[config.mk]
export PLATFORM = sky130hd
export DESIGN_NAME = calc_op_sequencer
export DESIGN_NICKNAME = d
export VERILOG_FILES = /design/src/rtl/calc_op_sequencer.sv
export SDC_FILE = /design/constraint.sdc
export NUM_CORES = 1
export LEC_CHECK = 0
export ABC_AREA = 1
export BUFFER_PORTS_ARGS = -buffer_cell sky130_fd_sc_hd__buf_4
export CAP_MARGIN = 20
export CELL_PAD_IN_SITES_DETAIL_PLACEMENT = 0
export CELL_PAD_IN_SITES_GLOBAL_PLACEMENT = 1
export CORE_AREA = 2 2 74 76
export CTS_CLUSTER_SIZE = 30
export DETAILED_ROUTE_END_ITERATION = 12
export DIE_AREA = 0 0 76 78
export PLACE_DENSITY_LB_ADDON = 0.1
export SYNTH_ARGS = -nofsm -noshare
export SYNTH_HDL_FRONTEND = slang
export SYNTH_SLANG_ARGS = --single-unit
[constraint.sdc]
create_clock -name clk -period 3.85 [get_ports clk]
set_input_delay 0.77 -clock clk [delete_from_list [all_inputs] [get_ports clk]]
set_output_delay 0.77 -clock clk [all_outputs]
set_load 0.05 [all_outputs]
[src/rtl/calc_op_sequencer.sv]
// calc_op_sequencer: menu-driven operation selector and sequencer for an
// external ALU datapath. Buttons pick an operation, enter launches it with
// the latched operand switches, and the result or an error code is shown.
//
// ALU handshake: alu_start is a one-cycle request carrying alu_op/alu_a/
// alu_b, which stay stable until the next launch. The datapath answers
// with a one-cycle alu_done strobe; alu_err and alu_result are only
// meaningful in that cycle. A completion is accepted only in WAIT; any
// strobe outside WAIT, including a late one after an abort, is dropped.
module calc_op_sequencer (
    input  logic       clk,
    input  logic       rst,
    input  logic       up,
    input  logic       down,
    input  logic       enter,
    input  logic       back,
    input  logic [3:0] a,
    input  logic [3:0] b,
    input  logic       alu_done,
    input  logic       alu_err,
    input  logic [7:0] alu_result,
    output logic [2:0] alu_op,
    output logic [3:0] alu_a,
    output logic [3:0] alu_b,
    output logic       alu_start,
    output logic [7:0] disp_val,
    output logic [1:0] disp_mode,
    output logic       busy,
    output logic [2:0] state_dbg
);

    typedef enum logic [2:0] {
        S_MENU   = 3'd0,
        S_START  = 3'd1,
        S_WAIT   = 3'd2,
        S_RESULT = 3'd3,
        S_ERROR  = 3'd4
    } state_t;

    localparam logic [1:0] MODE_MENU   = 2'd0;
    localparam logic [1:0] MODE_BUSY   = 2'd1;
    localparam logic [1:0] MODE_RESULT = 2'd2;
    localparam logic [1:0] MODE_ERROR  = 2'd3;
    localparam logic [7:0] ERR_CODE    = 8'hEE;
    // Last WAIT count before the counter reaches 255 and the wait expires.
    localparam logic [7:0] TMO_LAST    = 8'd254;

    state_t     state_q;
    logic [2:0] op_idx_q, op_idx_d;
    logic [7:0] tmo_q;
    logic       up_hist_q, down_hist_q, enter_hist_q, back_hist_q;
    logic [2:0] alu_op_q;
    logic [3:0] alu_a_q, alu_b_q;
    logic       alu_start_q, busy_q;
    logic [7:0] disp_val_q;
    logic [1:0] disp_mode_q;

    logic raw_up, raw_down, raw_enter, raw_back;
    logic ev_up, ev_down, ev_enter, ev_back;

    // Rising-edge detection against last cycle's button levels.
    assign raw_up    = up    & ~up_hist_q;
    assign raw_down  = down  & ~down_hist_q;
    assign raw_enter = enter & ~enter_hist_q;
    assign raw_back  = back  & ~back_hist_q;

    // One event per cycle: back > enter > up > down, losers are dropped.
    assign ev_back  = raw_back;
    assign ev_enter = raw_enter & ~raw_back;
    assign ev_up    = raw_up    & ~raw_back & ~raw_enter;
    assign ev_down  = raw_down  & ~raw_back & ~raw_enter & ~raw_up;

    // Menu cursor next value, wrapping naturally in 3 bits.
    always_comb begin
        op_idx_d = op_idx_q;
        if (ev_up) begin
            op_idx_d = op_idx_q + 3'd1;
        end else if (ev_down) begin
            op_idx_d = op_idx_q - 3'd1;
        end
    end

    // Button history; reset high so a button held through reset is ignored.
    always_ff @(posedge clk or negedge rst) begin
        if (!rst) begin
            up_hist_q    <= 1'b1;
            down_hist_q  <= 1'b1;
            enter_hist_q <= 1'b1;
            back_hist_q  <= 1'b1;
        end else begin
            up_hist_q    <= up;
            down_hist_q  <= down;
            enter_hist_q <= enter;
            back_hist_q  <= back;
        end
    end

    // Sequencer FSM with all outputs registered alongside the state.
    always_ff @(posedge clk or negedge rst) begin
        if (!rst) begin
            state_q     <= S_MENU;
            op_idx_q    <= 3'd0;
            tmo_q       <= 8'd0;
            alu_op_q    <= 3'd0;
            alu_a_q     <= 4'd0;
            alu_b_q     <= 4'd0;
            alu_start_q <= 1'b0;
            busy_q      <= 1'b0;
            disp_val_q  <= 8'd0;
            disp_mode_q <= MODE_MENU;
        end else begin
            case (state_q)
                S_MENU: begin
                    if (ev_enter) begin
                        alu_a_q     <= a;
                        alu_b_q     <= b;
                        alu_op_q    <= op_idx_q;
                        alu_start_q <= 1'b1;
                        busy_q      <= 1'b1;
                        disp_mode_q <= MODE_BUSY;
                        state_q     <= S_START;
                    end else if (ev_up || ev_down) begin
                        op_idx_q   <= op_idx_d;
                        disp_val_q <= {5'b0, op_idx_d};
                    end
                end
                S_START: begin
                    alu_start_q <= 1'b0;
                    tmo_q       <= 8'd0;
                    state_q     <= S_WAIT;
                end
                S_WAIT: begin
                    tmo_q <= tmo_q + 8'd1;
                    if (ev_back) begin
                        busy_q      <= 1'b0;
                        disp_val_q  <= {5'b0, op_idx_q};
                        disp_mode_q <= MODE_MENU;
                        state_q     <= S_MENU;
                    end else if (alu_done && !alu_err) begin
                        busy_q      <= 1'b0;
                        disp_val_q  <= alu_result;
                        disp_mode_q <= MODE_RESULT;
                        state_q     <= S_RESULT;
                    end else if (alu_done || tmo_q == TMO_LAST) begin
                        busy_q      <= 1'b0;
                        disp_val_q  <= ERR_CODE;
                        disp_mode_q <= MODE_ERROR;
                        state_q     <= S_ERROR;
                    end
                end
                S_RESULT: begin
                    if (ev_back) begin
                        disp_val_q  <= {5'b0, op_idx_q};
                        disp_mode_q <= MODE_MENU;
                        state_q     <= S_MENU;
                    end else if (ev_enter) begin
                        alu_a_q     <= a;
                        alu_b_q     <= b;
                        alu_start_q <= 1'b1;
                        busy_q      <= 1'b1;
                        disp_mode_q <= MODE_BUSY;
                        state_q     <= S_START;
                    end
                end
                S_ERROR: begin
                    if (ev_back || ev_enter) begin
                        disp_val_q  <= {5'b0, op_idx_q};
                        disp_mode_q <= MODE_MENU;
                        state_q     <= S_MENU;
                    end
                end
                default: begin
                    alu_start_q <= 1'b0;
                    busy_q      <= 1'b0;
                    disp_val_q  <= {5'b0, op_idx_q};
                    disp_mode_q <= MODE_MENU;
                    state_q     <= S_MENU;
                end
            endcase
        end
    end

    assign alu_op    = alu_op_q;
    assign alu_a     = alu_a_q;
    assign alu_b     = alu_b_q;
    assign alu_start = alu_start_q;
    assign busy      = busy_q;
    assign disp_val  = disp_val_q;
    assign disp_mode = disp_mode_q;
    assign state_dbg = state_q;

endmodule

==> impl_metrics.tcl <==
set metrics [dict create \
    tightestPinTransition_ns 0.5131 \
    area_growth_pct 27.31 \
    timing.final.max_slew_violations 0 \
    muxShareOfSynthArea_pct 4.350 \
    ys_seq_area_share_pct 49.79 \
    insertedDiodeCount 0 \
    worst_hold_path_type "primary input to async pin" \
    worst_skew_pair_later_pin_latency_ns 0.30 \
    viasPerCell 4.725 \
    yosys_warnings 0 \
    critPathRequiredTime_ns 3.08 \
    wire_per_inst_um 12.49 \
    final-hold-violation-count 0 \
    clkSlewWorstSetupHoldPaths_ns 0.08 \
    cells_along_the_critical_path "buf_4" \
    io_buffers 49 \
    timing.critical_path.depth 1 \
    fin_crit_ns 1.788 \
    cp-end-kind "output pin" \
    rsz0062_at_grt "no" \
    worst-r2r-cell-count 8 \
    place_congestion 0.7794 \
    clockRootBuffer "sky130_fd_sc_hd__clkbuf_8" \
    detail_route.first_pass.iterations 4 \
    remaining_drc_errors 0 \
    core.rowCount 26 \
    ios 50 \
    vias 1772 \
    cts_tree "done" \
    yosys.area_share.adder_pct 2.417 \
    synth_top_family_by_area "simple AND/OR/NAND/NOR gates" \
    yosysTopAreaCellShare_pct 44.71 \
    criticalPathCategory "flip-flop to output pin" \
    cts_buffers 5 \
    yosys_most_used_dff "sky130_fd_sc_hd__dfrtp_1" \
    fillerInstances 524 \
    grt_antenna_before_repair 0 \
    ys_types 23 \
    grtUsageMet1_pct 20.67 \
    max_slew_margin_pct 65.79 \
    start_util_pct 41.07 \
    ys_top_cells_by_area "sky130_fd_sc_hd__dfrtp_1 45%, sky130_fd_sc_hd__nand2_1 10%, sky130_fd_sc_hd__o21ai_0 5.6%" \
    postSynthCellCount 249 \
    holdBufCountCts 0 \
    post_cts_buffers 0 \
    final-setup-viol-count 0 \
    syn_area_per_cell_sq_um 8.316 \
    synth_fp_nets 277 \
    fmaxAchievable_ghz 0.5594 \
    synth-async-reset-ratio_pct 100.0 \
    synth_area_leader_cell "sky130_fd_sc_hd__dfrtp_1" \
    crit_arrival_ns 1.02 \
    total_die_area_sq_um 5928 \
    reg2reg_setup_slack_ns 2.16 \
    post_synth_and_or_nand_nor_area_fraction_pct 25.92 \
    synth-xor-area-share_pct 0 \
    grt_use_met2_pct 30.89 \
    grt_use_met3_pct 4.070 \
    drt.antenna.violating_nets 0 \
    htree_levels 2 \
    global_router_s_overall_resource_usage_pct 17.29 \
    die_height_um 78 \
    syn-cell-area_sq_um 2071 \
    layout_net_count 332 \
    wire_length_of_the_first_global_routing_pass_mm 8.114 \
    finalCoreUtilization_pct 52.28 \
    grt_pass1_vias 1754 \
    drt_iter0_drc 55 \
    dp_hpwl_mm 3.613 \
    worst-path-max-fanout 7 \
    tns_ns 0 \
    total_of_flip_flops_plus_latches_after_synthesis 41 \
    synth_enable_flop_cells 0 \
    fin_worst_hold_slack_ns 0.4477 \
    share_of_layout_cells_above_drive_strength_1_pct 27.87 \
    wl_mm 4.683 \
    critical_path.slowest_cell "sky130_fd_sc_hd__dfrtp_1" \
    clock-skew-final_ns 0.01030 \
    grt_max_degree 42 \
    clkSinkCount 41 \
    outcome "completed" \
    cap_viol_max_count 0 \
    critical-path-max-stage-delay_ns 0.48 \
    grt_overflow_total 0 \
    pwr_density_nw_per_um2 881.9 \
    clock_tree.buffer_depth 2 \
    min_period_over_period_pct 46.43 \
    floorplan.die.width_um 76 \
    grt.busiest_layer "met2" \
    cp_top_family "flip-flops" \
    cp-start-kind "flip-flop" \
    power.static_leakage_nw 1.364 \
    postCtsResizedCells 0 \
    cp_num_buf_inv 1 \
    core_area_sq_um 5042 \
    power.ir.vdd_worst_uv 443.4 \
    synth_compound_area_share_pct 11.18 \
]
sequential cells by signal, summed over array words and instances, names as in the netlist, 2 cells and up:
register   cells
disp_val       8
tmo_q          8
alu_a          4
alu_b          4
alu_op         3
op_idx_q       3
state_dbg      3
disp_mode      2
placed cells by master (no fill, tap or decap):
cell type | Yosys | final
sky130_fd_sc_hd__o21ai_2 | 2 | 2
sky130_fd_sc_hd__nand3_2 | 1 | 1
sky130_fd_sc_hd__inv_1 | 30 | 30
sky130_fd_sc_hd__mux2_2 | 8 | 8
sky130_fd_sc_hd__nor2_4 | 4 | 4
sky130_fd_sc_hd__a21oi_1 | 12 | 12
sky130_fd_sc_hd__nor2_1 | 29 | 29
sky130_fd_sc_hd__inv_4 | 1 | 1
sky130_fd_sc_hd__o2111ai_1 | 1 | 1
sky130_fd_sc_hd__nor3_1 | 4 | 4
sky130_fd_sc_hd__clkbuf_8 | 0 | 5
sky130_fd_sc_hd__nand2_4 | 2 | 2
sky130_fd_sc_hd__ha_1 | 4 | 4
sky130_fd_sc_hd__o211ai_1 | 1 | 1
sky130_fd_sc_hd__clkinvlp_4 | 0 | 1
sky130_fd_sc_hd__clkinv_4 | 0 | 1
sky130_fd_sc_hd__o21ai_1 | 3 | 3
sky130_fd_sc_hd__inv_2 | 2 | 2
sky130_fd_sc_hd__a21o_1 | 1 | 1
sky130_fd_sc_hd__nand2_1 | 56 | 56
sky130_fd_sc_hd__dfstp_2 | 4 | 4
sky130_fd_sc_hd__bufinv_16 | 0 | 1
sky130_fd_sc_hd__nand2_2 | 4 | 4
sky130_fd_sc_hd__o21ai_0 | 23 | 23
sky130_fd_sc_hd__buf_4 | 0 | 49
sky130_fd_sc_hd__dfrtp_1 | 37 | 37
sky130_fd_sc_hd__nand3_1 | 19 | 19
worst paths after layout:
kind                                           from                       end
max                        state_dbg[1]$_DFFE_PN0P_              state_dbg[1]
min                                             rst   op_idx_q[0]$_DFFE_PN0P_
max reg2reg                state_dbg[0]$_DFFE_PN0P_  disp_mode[1]$_DFFE_PN0P_
min reg2reg                    tmo_q[4]$_DFFE_PN0P_      tmo_q[4]$_DFFE_PN0P_
max in group asynchronous                       rst    enter_hist_q$_DFF_PN1_
min in group clk               tmo_q[4]$_DFFE_PN0P_      tmo_q[4]$_DFFE_PN0P_
power by group:
group	total, W	leakage [nW]	switching, W	internal (W)
Clock	0.000350	0.0543	0.000156	0.000194
Combinational	0.00127	0.802	0.000884	0.000383
Sequential	0.000708	0.507	0.000115	0.000592
layout make-up:
type	instances	area [sq um]	share of cell area (%)
clock buffer	5	68.82	2.610
timing repair buffer	49	367.9	13.95
sequential	41	1031	39.11
multi-input combinational	174	908.4	34.46
tap	70	87.58	3.322
clock inverter	3	46.29	1.756
inverter	33	126.4	4.794
per-layer routing:
metal / share of wire [%] / up-vias
met5: 0 / -
met1: 44 / 815
li1: - / 914
met3: 3.9 / 6
met4: 1.2 / 0
met2: 51 / 37
synthesized netlist by cell type (2+ instances only):
master                    number
sky130_fd_sc_hd__nand3_1      19
sky130_fd_sc_hd__o21ai_0      23
sky130_fd_sc_hd__ha_1          4
sky130_fd_sc_hd__nor2_4        4
sky130_fd_sc_hd__o21ai_1       3
sky130_fd_sc_hd__dfstp_2       4
sky130_fd_sc_hd__dfrtp_1      37
sky130_fd_sc_hd__o21ai_2       2
sky130_fd_sc_hd__a21oi_1      12
sky130_fd_sc_hd__nand2_1      56
sky130_fd_sc_hd__nor3_1        4
sky130_fd_sc_hd__nand2_4       2
sky130_fd_sc_hd__nand2_2       4
sky130_fd_sc_hd__nor2_1       29
sky130_fd_sc_hd__mux2_2        8
sky130_fd_sc_hd__inv_1        30
sky130_fd_sc_hd__inv_2         2
per-stage QoR:
step / instances / power, W / setup slack [ns] / area, sq um
floorplan: 249 / 0.001619 / 2.179 / 2071
global placement: 367 / 0.001994 / 1.907 / 2521
detailed placement: 367 / 0.002000 / 1.898 / 2521
CTS: 375 / 0.002359 / 2.043 / 2636
global route: 375 / 0.002504 / 1.870 / 2636
finish: 375 / 0.002325 / 2.062 / 2636
cells by family (layout without fill, tap and decap cells):
kind of cell             Yosys count  count (layout)
AND/OR/NAND/NOR                  119             119
AO/OA/AOI/OAI                     43              43
flip-flops                        41              41
buffers and inverters             34              90
multiplexers                       8               8
adder cells (fa/ha/maj)            4               4
No activity file was read; power rests on OpenSTA's default activity.
